### src/rtl/cla15_accumulator.sv
// cla15_accumulator: 15-bit accumulator driving an external CLA add/sub.
// Optional saturation on overflow under macro CLA15_ACC_SAT_EN.
module cla15_accumulator (
  input  logic        clk,
  input  logic        rst,
  input  logic        in_valid,
  output logic        in_ready,
  input  logic [14:0] in_data,
  input  logic        in_mode,
  input  logic        in_clear,
  output logic [14:0] add_a,
  output logic [14:0] add_b,
  output logic        add_mode,
  input  logic [14:0] add_s,
  input  logic        add_cout,
  input  logic        add_ovf,
  output logic        out_valid,
  input  logic        out_ready,
  output logic [14:0] out_acc,
  output logic        out_cout,
  output logic        out_ovf,
  output logic [7:0]  op_count
);

  typedef enum logic [1:0] {
    IDLE = 2'd0,
    EXEC = 2'd1,
    RESP = 2'd2
  } state_t;

  state_t      state;
  state_t      state_nxt;
  logic [14:0] acc;
  logic [14:0] b_reg;
  logic        mode_reg;
  logic        cout_r;
  logic        ovf_r;
  logic [7:0]  cnt;
  logic [14:0] acc_ld;
  logic        accept;
  logic        do_clr;
  logic        do_exec;

  assign in_ready  = (state == IDLE);
  assign out_valid = (state == RESP);
  assign accept    = in_ready & in_valid;
  assign do_clr    = accept & in_clear;
  assign do_exec   = (state == EXEC);

  assign add_a    = acc;
  assign add_b    = b_reg;
  assign add_mode = mode_reg;

  assign out_acc  = acc;
  assign out_cout = cout_r;
  assign out_ovf  = ovf_r;
  assign op_count = cnt;

  // Next-state logic: clear skips EXEC, RESP waits for out_ready.
  always_comb begin
    state_nxt = state;
    unique case (state)
      IDLE: begin
        if (in_valid) begin
          state_nxt = in_clear ? RESP : EXEC;
        end
      end
      EXEC: state_nxt = RESP;
      RESP: begin
        if (out_ready) begin
          state_nxt = IDLE;
        end
      end
      default: state_nxt = IDLE;
    endcase
  end

  // Value loaded into the accumulator at the end of EXEC.
  always_comb begin
    acc_ld = add_s;
`ifdef CLA15_ACC_SAT_EN
    if (add_ovf) begin
      acc_ld = acc[14] ? 15'h4000 : 15'h3FFF;
    end
`endif
  end

  // State register.
  always_ff @(posedge clk) begin
    if (rst) begin
      state <= IDLE;
    end else begin
      state <= state_nxt;
    end
  end

  // Operand capture and accumulator/status updates.
  always_ff @(posedge clk) begin
    if (rst) begin
      acc      <= '0;
      b_reg    <= '0;
      mode_reg <= 1'b0;
      cout_r   <= 1'b0;
      ovf_r    <= 1'b0;
      cnt      <= '0;
    end else begin
      if (accept) begin
        b_reg    <= in_data;
        mode_reg <= in_mode;
      end
      if (do_clr) begin
        acc    <= in_data;
        cout_r <= 1'b0;
        ovf_r  <= 1'b0;
        cnt    <= '0;
      end else if (do_exec) begin
        acc    <= acc_ld;
        cout_r <= add_cout;
        ovf_r  <= ovf_r | add_ovf;
        if (cnt != 8'hFF) begin
          cnt <= cnt + 8'd1;
        end
      end
    end
  end

endmodule

### config.mk
export PLATFORM = sky130hd
export DESIGN_NAME = cla15_accumulator
export DESIGN_NICKNAME = d
export VERILOG_FILES = /design/src/rtl/cla15_accumulator.sv
export SDC_FILE = /design/constraint.sdc
export NUM_CORES = 1
export LEC_CHECK = 0
export ABC_AREA = 1
export CORE_ASPECT_RATIO = 2
export CORE_MARGIN = 2
export CORE_UTILIZATION = 30
export DETAILED_ROUTE_END_ITERATION = 10
export GPL_TIMING_DRIVEN = 0
export PLACE_DENSITY = 0.61
export SYNTH_ARGS = -nofsm -noshare
export SYNTH_HDL_FRONTEND = slang
export SYNTH_SLANG_ARGS = --single-unit
### constraint.sdc
create_clock -name clk -period 3.4 [get_ports clk]
set_input_delay 0.85 -clock clk [delete_from_list [all_inputs] [get_ports clk]]
set_output_delay 0.85 -clock clk [all_outputs]
set_load 0.005 [all_outputs]
======== Word-level counts from Yosys, hierarchy flattened ========
Index checks and enable logic that the tools add are counted.
W data, S select, Z words.
cells by class
  $add $sub $neg .......................... 1
  multipliers ............................. 0
  divide/modulo/power cells ............... 0
  $lt $le $gt $ge ......................... 0
  equal/unequal tests ..................... 5
  shift-type cells ........................ 0
  mux-type cells .......................... 6
  bitwise logic cells ..................... 3
  reduce and logical (&&, ||, !) cells .... 5
operators with widths
  kind                   count
  $mux W15               2
  $add A8 B1 Y8 const B  1
  $ne A8 B8 Y1 const B   1
  $mux W2                3
  $pmux W2 S3            1
  $reduce_and A2 Y1      2
  $and A1 B1 Y1          2
  $eq A2 B1 Y1 const B   1
  $eq A2 B2 Y1 const B   1
  $logic_not A2 Y1       1
  $ne A2 B1 Y1 const B   1
  $ne A2 B2 Y1 const B   1
  $reduce_bool A2 Y1     1
  $reduce_or A2 Y1       1
  $or A1 B1 Y1           1
word-level totals
  bits in registers ....................... 43
  bits in latches ......................... 0
  bits in writable memories ............... 0
  bits in read-only memories .............. 0
  output and inout bits ................... 58
  memories ................................ 0

======== Logic depth before layout (Yosys ltp) ========
Gate-level depths: netlist (run 1).
  word-level depth ........................ 4
  depth in mapped cells ................... 8
  gate-level depth less buffers ........... 7

======== Worst setup path before layout (run 1) ========
No wires, ideal clock.
  kind .................................... input to register
  start ................................... input rst
  end ..................................... register b_reg[4] (netlist: add_b[4])
  setup time .............................. 0.065 ns
  arrival ................................. 1.575 ns
  data required time ...................... 3.335 ns
  setup slack ............................. 1.760 ns
  stages .................................. 5
  path through ............................ buf_2 -> inv_1 -> clkbuf_1 -> o21ai_0 -> nor2_1
RTL lines
  what                  line  source
  start, declared       5     input logic rst,
  end signal, assigned  108   b_reg <= in_data;
  end, declared         34    logic [14:0] b_reg;

======== Worst setup path after layout (run 1) ========
  start ................................... register state[1]
  end ..................................... output in_ready
on the way
  word-level cells in the longest chain between the ends .. 1
RTL lines
  what                    line  source
  start, declared         31    state_t state;
  start signal, assigned  93    state <= state_nxt;
  $logic_not A2 Y1        44    assign in_ready = (state == IDLE);
  end, declared           7     output logic in_ready,
Every way passes these cells.

==> results of run 1 <==
## sequential cells by signal, summed over array words and instances (netlist names)
signal	cells
out_cout	1
state	2
add_b	15
op_count	8
add_a	15
out_ovf	1
add_mode	1
## synth_stat cells
master,instances,area (sq um)
a21oi_1,10,50.05
a21oi_4,1,16.27
a31oi_1,13,81.33
buf_2,2,10.01
buf_4,17,127.6
buf_6,4,45.04
clkbuf_1,2,7.510
clkbuf_8,1,13.76
dfxtp_1,43,860.8
ha_1,1,12.51
inv_1,13,48.80
inv_2,3,11.26
inv_4,1,6.260
nand2_1,59,221.5
nand2_2,1,6.260
nand2_4,1,11.26
nand3_1,27,135.1
nor2_1,47,176.4
nor2_4,1,11.26
nor2_8,1,20.02
nor3_1,1,5.000
o21ai_0,8,40.04
o21ai_1,8,40.04
## critical path: cells and delay by family (launching register included)
| kind | cells | cell delay, ps |
|---|---|---|
| buf+inv | 2 | 710 |
| flops | 1 | 400 |
| simple gates | 1 | 240 |
## cells by family (layout without fill, tap and decap cells)
| family | Yosys count | in the layout | share of synthesized area (%) |
|---|---|---|---|
| compound gates | 40 | 40 | 11.63 |
| fa+ha+maj | 1 | 1 | 0.6389 |
| buf+inv | 43 | 145 | 13.80 |
| flops | 43 | 43 | 43.96 |
| simple gates | 138 | 138 | 29.97 |
## through the flow
step           instances  instance area [sq um]
3_5_place_dp         445                   3007
4_1_cts              453                   3147
3_3_place_gp         445                   3007
5_1_grt              453                   3147
6_report             453                   3147
2_1_floorplan        265                   1958
## how the worst max path moves through the flow
stage,to,slack [ps],from,depth (start not counted)
2_1_floorplan,add_b[4],1760,rst,5
3_3_place_gp,add_a[9],1150,in_valid,6
3_5_place_dp,add_a[9],1140,in_valid,6
4_1_cts,in_ready,910,state[1],3
5_1_grt,in_ready,850,state[1],3
6_report,in_ready,920,state[1],3
## report_power, final
group / leakage, nW / internal (mW) / switching (mW)
Sequential: 0.353 / 0.536 / 0.0230
Clock: 0.0733 / 0.268 / 0.194
Combinational: 0.782 / 0.157 / 0.101
Total: 1.21 / 0.961 / 0.318
## layer usage
metal  routed length (microns)  global-route usage, %
met2                      3226                  30.32
met4                       137                  6.114
met5                         0                      0
met1                      2071                  16.79
met3                       353                  3.063
## layout by cell type (no fill, tap or decap), types with 2 or more instances in the layout
cell type / instances
nor2_1: 47
clkdlybuf4s50_1: 94
buf_2: 2
clkbuf_16: 5
clkinv_2: 3
nand2_1: 59
buf_6: 4
buf_4: 17
a21oi_1: 10
a31oi_1: 13
inv_1: 13
dfxtp_1: 43
o21ai_0: 8
inv_2: 3
nand3_1: 27
o21ai_1: 8
clkbuf_1: 2
## cell type report
| cell class | instances | area, sq um |
|---|---|---|
| sequential | 43 | 860.8 |
| tap | 86 | 107.6 |
| timing repair buffer | 94 | 940.9 |
| clock inverter | 3 | 15.01 |
| multi-input combinational | 179 | 827.0 |
| buffer | 26 | 203.9 |
| inverter | 17 | 66.31 |
| fill | 619 | 3163 |
| clock buffer | 5 | 125.1 |
==> flow_summary.yaml, run 1 <==
run_status:
  outcome: "completed"
routing:
  wl_microns: 5789
  dr.first_iter.drc_count: 41
  vias: 2030
  post_drt_wl_per_cell_microns: 12.78
  drcViolationCount: 0
  drtPass1Iterations: 4
  viasPerCell: 4.481
  postRouteAntennaNets: 0
cells_and_area:
  diodes: 0
  area_delta_synth_final_pct: 60.70
  fin_nets: 405
  fin_util_pct: 49.87
  layout-drive-gt1-share_pct: 11.17
place:
  port_buffers: 94
  dp_hpwl_microns: 4565
  place.gp.congestion: 0.7739
  place_ws_ps: 1142
clock_network:
  h-tree-depth: 2
  cts_tree: "yes"
  cts.hold.buffers_added: 0
  clk_pin_slew_ps: 60
  clock-sinks: 43
  clockBufferDepth: 2
  clk_latency_ps: 280
  cts_setup_buffers: 0
  root_buffer: "clkbuf_16"
  numCtsBuffers: 5
  cts_resized: 0
min_path:
  hold_class: "flip-flop to flip-flop"
  whs_endpoint: "out_ovf"
  min_from: "out_ovf"
  hold_depth: 2
synthesis:
  synth_nets: 304
  ys_seq_area_share_pct: 43.96
  synth_cells: 265
  syn_area_per_cell_sq_um: 7.389
  synth_seq_cells: 43
  synth.distinct_cells: 23
  netlist_area_sq_um: 1958
  ys.warnings.count: 0
timing:
  fin_tns_setup_ps: 0
  slew_headroom_pct: 70.01
  final_max_slew_viol_count: 0
  finalHoldViolations: 0
  rsz0062_at_grt: "false"
  setup_violations: 0
  fin_crit_sh_pct: 72.91
  finalCriticalPeriod_ps: 2479
  fmax_mhz: 403.4
  hold_ws_ps: 448.7
  fin_worst_skew_ps: 5.047
  setup_slack_ps: 920.9
  tightest_slew_ps: 449.8
worst_setup_path:
  rr_endpoint: "op_count[5]"
  cp_slowest_stage_delay_ps: 510
  reg2reg_from: "op_count[0]"
  start_kind: "flip-flop"
  endpoint_kind: "output pin"
  reg2reg_depth: 7
  critPathRequiredTime_ps: 2550
  cp_cell_sequence: "nor2_8 -> buf_4 -> clkdlybuf4s50_1"
  critPathMaxFanout: 10
  path_class: "flip-flop to output pin"
  worstPathArrival_ps: 1630
  slowest_stage: "clkdlybuf4s50_1"
  rrSetupSlack_ps: 2040
global_route:
  antenna_found_initial: 0
  grt_pass1_wl_microns: 8990
  grt_max_degree: 14
  grt_overflow: 0
  grt.total_usage_pct: 16.36
  grt_pass1_vias: 1897
power:
  power.leakage_nw: 1.207
  irDropWorstVdd_mv: 0.2372
  p_total_mw: 1.278
  p_per_area_nw_per_um2: 406.3
die:
  dieHeight_microns: 118.3
  die_x_microns: 61.13
  core_sq_um: 6310
  die_area_sq_um: 7228
  initial_utilization_pct: 31.03
  ios: 96
  num_rows: 41
run:
  cap_violations: 0
(Power assumes the default switching activity.)
==> run 2: changes to the inputs <==
- PLACE_DENSITY: 0.61 -> 0.64
- clock period: 3.4 -> 2.2 ns (I/O delays scaled with it)
==> run 2 against run 1 <==
Non-clock buffer count grew 2; power up 67%; utilization up 0.77 points; combinational power rose by 57%; die area stayed put; highest routed layer unchanged.
==> flow_summary.yaml, run 2 (synthesis gave the netlist of run 1 again) <==
routing:
  dr.first_iter.drc_count: 69
  post_drt_wl_per_cell_microns: 12.87
  vias: 2025
  drtPass1Iterations: 4
  postRouteAntennaNets: 0
  wl_microns: 5856
  drcViolationCount: 0
  viasPerCell: 4.451
place:
  port_buffers: 94
  place.gp.congestion: 0.7930
  dp_hpwl_microns: 4578
  place_ws_ps: 235.2
  dp.cells: 445
cells_and_area:
  fin_nets: 407
  diodes: 0
  final_cell_mix: "94 x clkdlybuf4s50_1, 59 x nand2_1, 47 x nor2_1"
  fillers: 618
  final_common_cell: "clkdlybuf4s50_1"
  layout-drive-gt1-share_pct: 11.65
  stdcell_count: 455
  area_delta_synth_final_pct: 63.19
timing:
  setup_slack_ps: 93.49
  fin_tns_setup_ps: 0
  fin_crit_sh_pct: 95.75
  fin_worst_skew_ps: 4.642
  finalCriticalPeriod_ps: 2107
  hold_ws_ps: 456.4
  fmax_mhz: 474.7
  final_max_slew_viol_count: 0
  tightest_slew_ps: 444.9
  setup_violations: 0
  finalHoldViolations: 0
  rsz0062_at_grt: "false"
  slew_headroom_pct: 70.34
die:
  core_sq_um: 6310
  die_x_microns: 61.13
  ios: 96
  initial_utilization_pct: 31.03
  die_area_sq_um: 7228
  dieHeight_microns: 118.3
  num_rows: 41
clock_network:
  h-tree-depth: 2
  clk_latency_ps: 280
  clockBufferDepth: 2
  root_buffer: "clkbuf_16"
  cts.hold.buffers_added: 0
  numCtsBuffers: 5
  clock-sinks: 43
  clk_pin_slew_ps: 60
  cts_tree: "yes"
worst_setup_path:
  worstPathArrival_ps: 1560
  cp_slowest_stage_delay_ps: 530
  endpoint_kind: "output pin"
  rrSetupSlack_ps: 840
  reg2reg_depth: 7
  path_class: "flip-flop to output pin"
  slowest_stage: "clkdlybuf4s50_1"
  cp_cell_sequence: "inv_2 -> nor2_1 -> clkdlybuf4s50_1"
  critPathMaxFanout: 3
  critPathRequiredTime_ps: 1650
  start_kind: "flip-flop"
power:
  power.leakage_nw: 1.230
  p_per_area_nw_per_um2: 666.3
  irDropWorstVdd_mv: 0.5555
global_route:
  grt_max_degree: 14
  grt.total_usage_pct: 16.90
  antenna_found_initial: 0
  grt_pass1_vias: 1899
  grt_pass1_wl_microns: 9225
  grt_overflow: 0
run_status:
  outcome: "completed"
min_path:
  hold_class: "flip-flop to flip-flop"
  hold_depth: 2
run:
  cap_violations: 0
==> run 2: cell types whose count changed in the layout (fill, tap and decap cells not counted) <==
| cell | previous run | this run |
|---|---|---|
| buf_4 | 17 | 19 |
| clkinv_2 | 3 | 1 |
| clkbuf_8 | 1 | 2 |
| bufinv_16 | 0 | 1 |
==> run 2: layout make-up <==
cell class              instances  area [sq um]  share of cell area, %
plain buffers                  26         203.9                  6.382
well taps                      86         107.6                  3.367
clock inverters                 2         35.03                  1.096
clock buffers                   6         138.9                  4.346
multi-input cells             179         827.0                  25.88
repair buffers                 96         955.9                  29.91
inverters                      17         66.31                  2.075
flip-flops and latches         43         860.8                  26.94
==> run 2: repair_timing <==
action,4_1_cts,5_1_grt
buffers inserted,0,2
resized for setup,0,0
endpoints found under the setup margin,0,1
==> run 2: worst max-delay path: cells and delay by family, from the launching register on <==
| kind | cells | cell delay (ps) |
|---|---|---|
| buffers and inverters | 2 | 620 |
| flip-flops | 1 | 520 |
| AND/OR/NAND/NOR | 1 | 140 |
==> run 2: metal layers <==
metal | share of wire (%) | up-vias | GRT usage, %
met2 | 58 | 54 | 31.38
met4 | 1.1 | 0 | 5.707
li1 | - | 1048 | -
met1 | 36 | 919 | 17.60
met5 | 0 | - | 0
met3 | 5.0 | 4 | 3.173
==> run 2: worst paths after layout <==
path | startpoint | endpoint
min reg2reg | out_ovf | out_ovf
min | out_ovf | out_ovf
max reg2reg | op_count[0] | op_count[5]
max | state[1] | out_valid
==> run 2: through the flow <==
step | instance area [sq um] | util (%) | total power, mW
after floorplan | 1958 | - | 1.044
after global placement | 3007 | 47.65 | 1.280
after detailed placement | 3007 | 47.65 | 1.285
after CTS | 3181 | 50.41 | 2.148
after global routing | 3196 | 50.64 | 2.219
final | 3196 | 50.64 | 2.129
==> run 2: report_power, final <==
part	internal (mW)	total (mW)	leakage, nW	switching, mW
sequential	0.828	0.863	0.353	0.0354
clock	0.564	0.861	0.0868	0.297
combinational	0.247	0.405	0.791	0.158
==> run 3: changes to the inputs <==
- CORE_MARGIN: 2 -> not set
==> run 3 against run 2 <==
Final cell count fell by 0.44%; critical endpoint is now in_ready; routed wire length down 4.1%; die area shrank 4.9%; critical path type unchanged; clock skew fell by 0.87 ps; flip-flop and latch count unchanged; final area is 0.16% higher; first-iteration DRC count rose by 29%; utilization increased by 0.079 points; power increased by 4.0%; sequential share of layout area barely moved; non-clock buffer count shrank 2.
==> flow_summary.yaml, run 3 (synthesis gave the netlist of run 1 again) <==
run_status:
  outcome: "completed"
routing:
  wl_microns: 5613
  vias: 2024
  drtPass1Iterations: 4
  post_drt_wl_per_cell_microns: 12.39
  viasPerCell: 4.468
  drcViolationCount: 0
  postRouteAntennaNets: 0
  dr.first_iter.drc_count: 89
timing:
  fin_crit_sh_pct: 97.14
  setup_violations: 0
  rsz0062_at_grt: "false"
  fin_worst_skew_ps: 3.769
  tightest_slew_ps: 446.7
  fin_tns_setup_ps: 0
  final_max_slew_viol_count: 0
  finalHoldViolations: 0
  finalCriticalPeriod_ps: 2137
  fmax_mhz: 467.9
  slew_headroom_pct: 70.22
worst_setup_path:
  rrSetupSlack_ps: 830
  path_class: "flip-flop to output pin"
  reg2reg_depth: 7
  start_kind: "flip-flop"
  critPathMaxFanout: 10
  slowest_stage: "clkdlybuf4s50_1"
  worstPathArrival_ps: 1590
  cp_slowest_stage_delay_ps: 510
  cp_cell_sequence: "nor2_8 -> buf_4 -> clkdlybuf4s50_1"
  critPathRequiredTime_ps: 1650
  rr_endpoint: "op_count[5]"
  endpoint_kind: "output pin"
  cpLargestDelayFamily: "buffers and inverters"
  reg2reg_from: "op_count[0]"
  path_buf_inv: 2
die:
  core_sq_um: 6310
  dieHeight_microns: 116.3
  num_rows: 41
  ios: 96
  die_area_sq_um: 6874
  initial_utilization_pct: 31.03
  die_x_microns: 59.13
clock_network:
  clk_pin_slew_ps: 60
  cts.hold.buffers_added: 0
  clock-sinks: 43
  clk_latency_ps: 280
  clockBufferDepth: 2
  numCtsBuffers: 5
  cts_tree: "yes"
  h-tree-depth: 2
  cts_setup_buffers: 0
  root_buffer: "clkbuf_16"
place:
  dp_hpwl_microns: 4460
  port_buffers: 94
  place.gp.congestion: 0.7849
  placed_area_sq_um: 3007
  dp.cells: 445
cells_and_area:
  stdcell_count: 453
  fillers: 637
  diodes: 0
  final_cell_area_sq_um: 3201
  final_cell_mix: "94 x clkdlybuf4s50_1, 59 x nand2_1, 47 x nor2_1"
  layout-drive-gt1-share_pct: 11.44
  final_common_cell: "clkdlybuf4s50_1"
  fin_nets: 405
  area_delta_synth_final_pct: 63.45
global_route:
  grt_overflow: 0
  antenna_found_initial: 0
  grt_max_degree: 15
  grt_pass1_vias: 1816
  grt_pass1_wl_microns: 8597
  grt.total_usage_pct: 16.74
min_path:
  min_from: "out_ovf"
  whs_endpoint: "out_ovf"
  hold_depth: 2
  hold_class: "flip-flop to flip-flop"
power:
  p_per_area_nw_per_um2: 692.1
  power.leakage_nw: 1.225
  irDropWorstVdd_mv: 0.4135
run:
  cap_violations: 0
-- run 3: metrics by stage --
step | worst slack, ps | hold slack, ps | power [mW] | util [%]
CTS | 10.20 | 454.9 | 2.239 | 50.70
global route | 9.615 | 478.9 | 2.303 | 50.72
finish | 62.97 | 451.8 | 2.215 | 50.72
global placement | 250.0 | 438.2 | 1.279 | 47.65
detailed placement | 246.4 | 445.3 | 1.283 | 47.65
floorplan | 859.8 | 442.0 | 1.044 | -
-- run 3: what timing repair did --
action / in CTS / in global routing
gates resized for setup: 0 / 1
endpoints found under the hold margin: 0 / 0
setup endpoints to repair: 0 / 2
-- run 3: worst max path at each step --
stage | startpoint | to | slack (ps) | cells after the start
floorplan | rst | add_b[4] | 860 | 5
global placement | in_valid | add_a[9] | 250 | 6
detailed placement | in_valid | add_a[9] | 250 | 6
CTS | state[1] | in_ready | 10 | 3
global route | state[0] | in_ready | 10 | 3
finish | state[0] | in_ready | 60 | 3
-- run 3: worst min-delay path: cells and delay by family (launching register included) --
family          cells  cell delay [ps]
compound gates      1               50
buf+inv             1               50
flops               1              310
-- run 3: cell type report --
class | instances | area, sq um | area share [%]
inverter | 17 | 66.31 | 2.072
clock buffer | 5 | 125.1 | 3.909
tap | 86 | 107.6 | 3.362
buffer | 26 | 203.9 | 6.372
timing repair buffer | 94 | 940.9 | 29.40
clock inverter | 3 | 67.56 | 2.111
sequential | 43 | 862.1 | 26.94
multi-input combinational | 179 | 827.0 | 25.84
-- run 3: power breakdown --
part | total [mW] | switching (mW) | internal [mW]
Sequential | 0.863 | 0.0348 | 0.828
Combinational | 0.398 | 0.155 | 0.243
Clock | 0.955 | 0.305 | 0.650
Total | 2.22 | 0.494 | 1.72
-- run 3: metal layers --
metal,part of all wire (%),GRT usage [%],vias to the layer above
li1,-,-,1044
met1,37,17.00,916
met2,58,31.97,58
met3,3.7,3.433,6
met4,1.4,6.667,0
met5,0,0,-
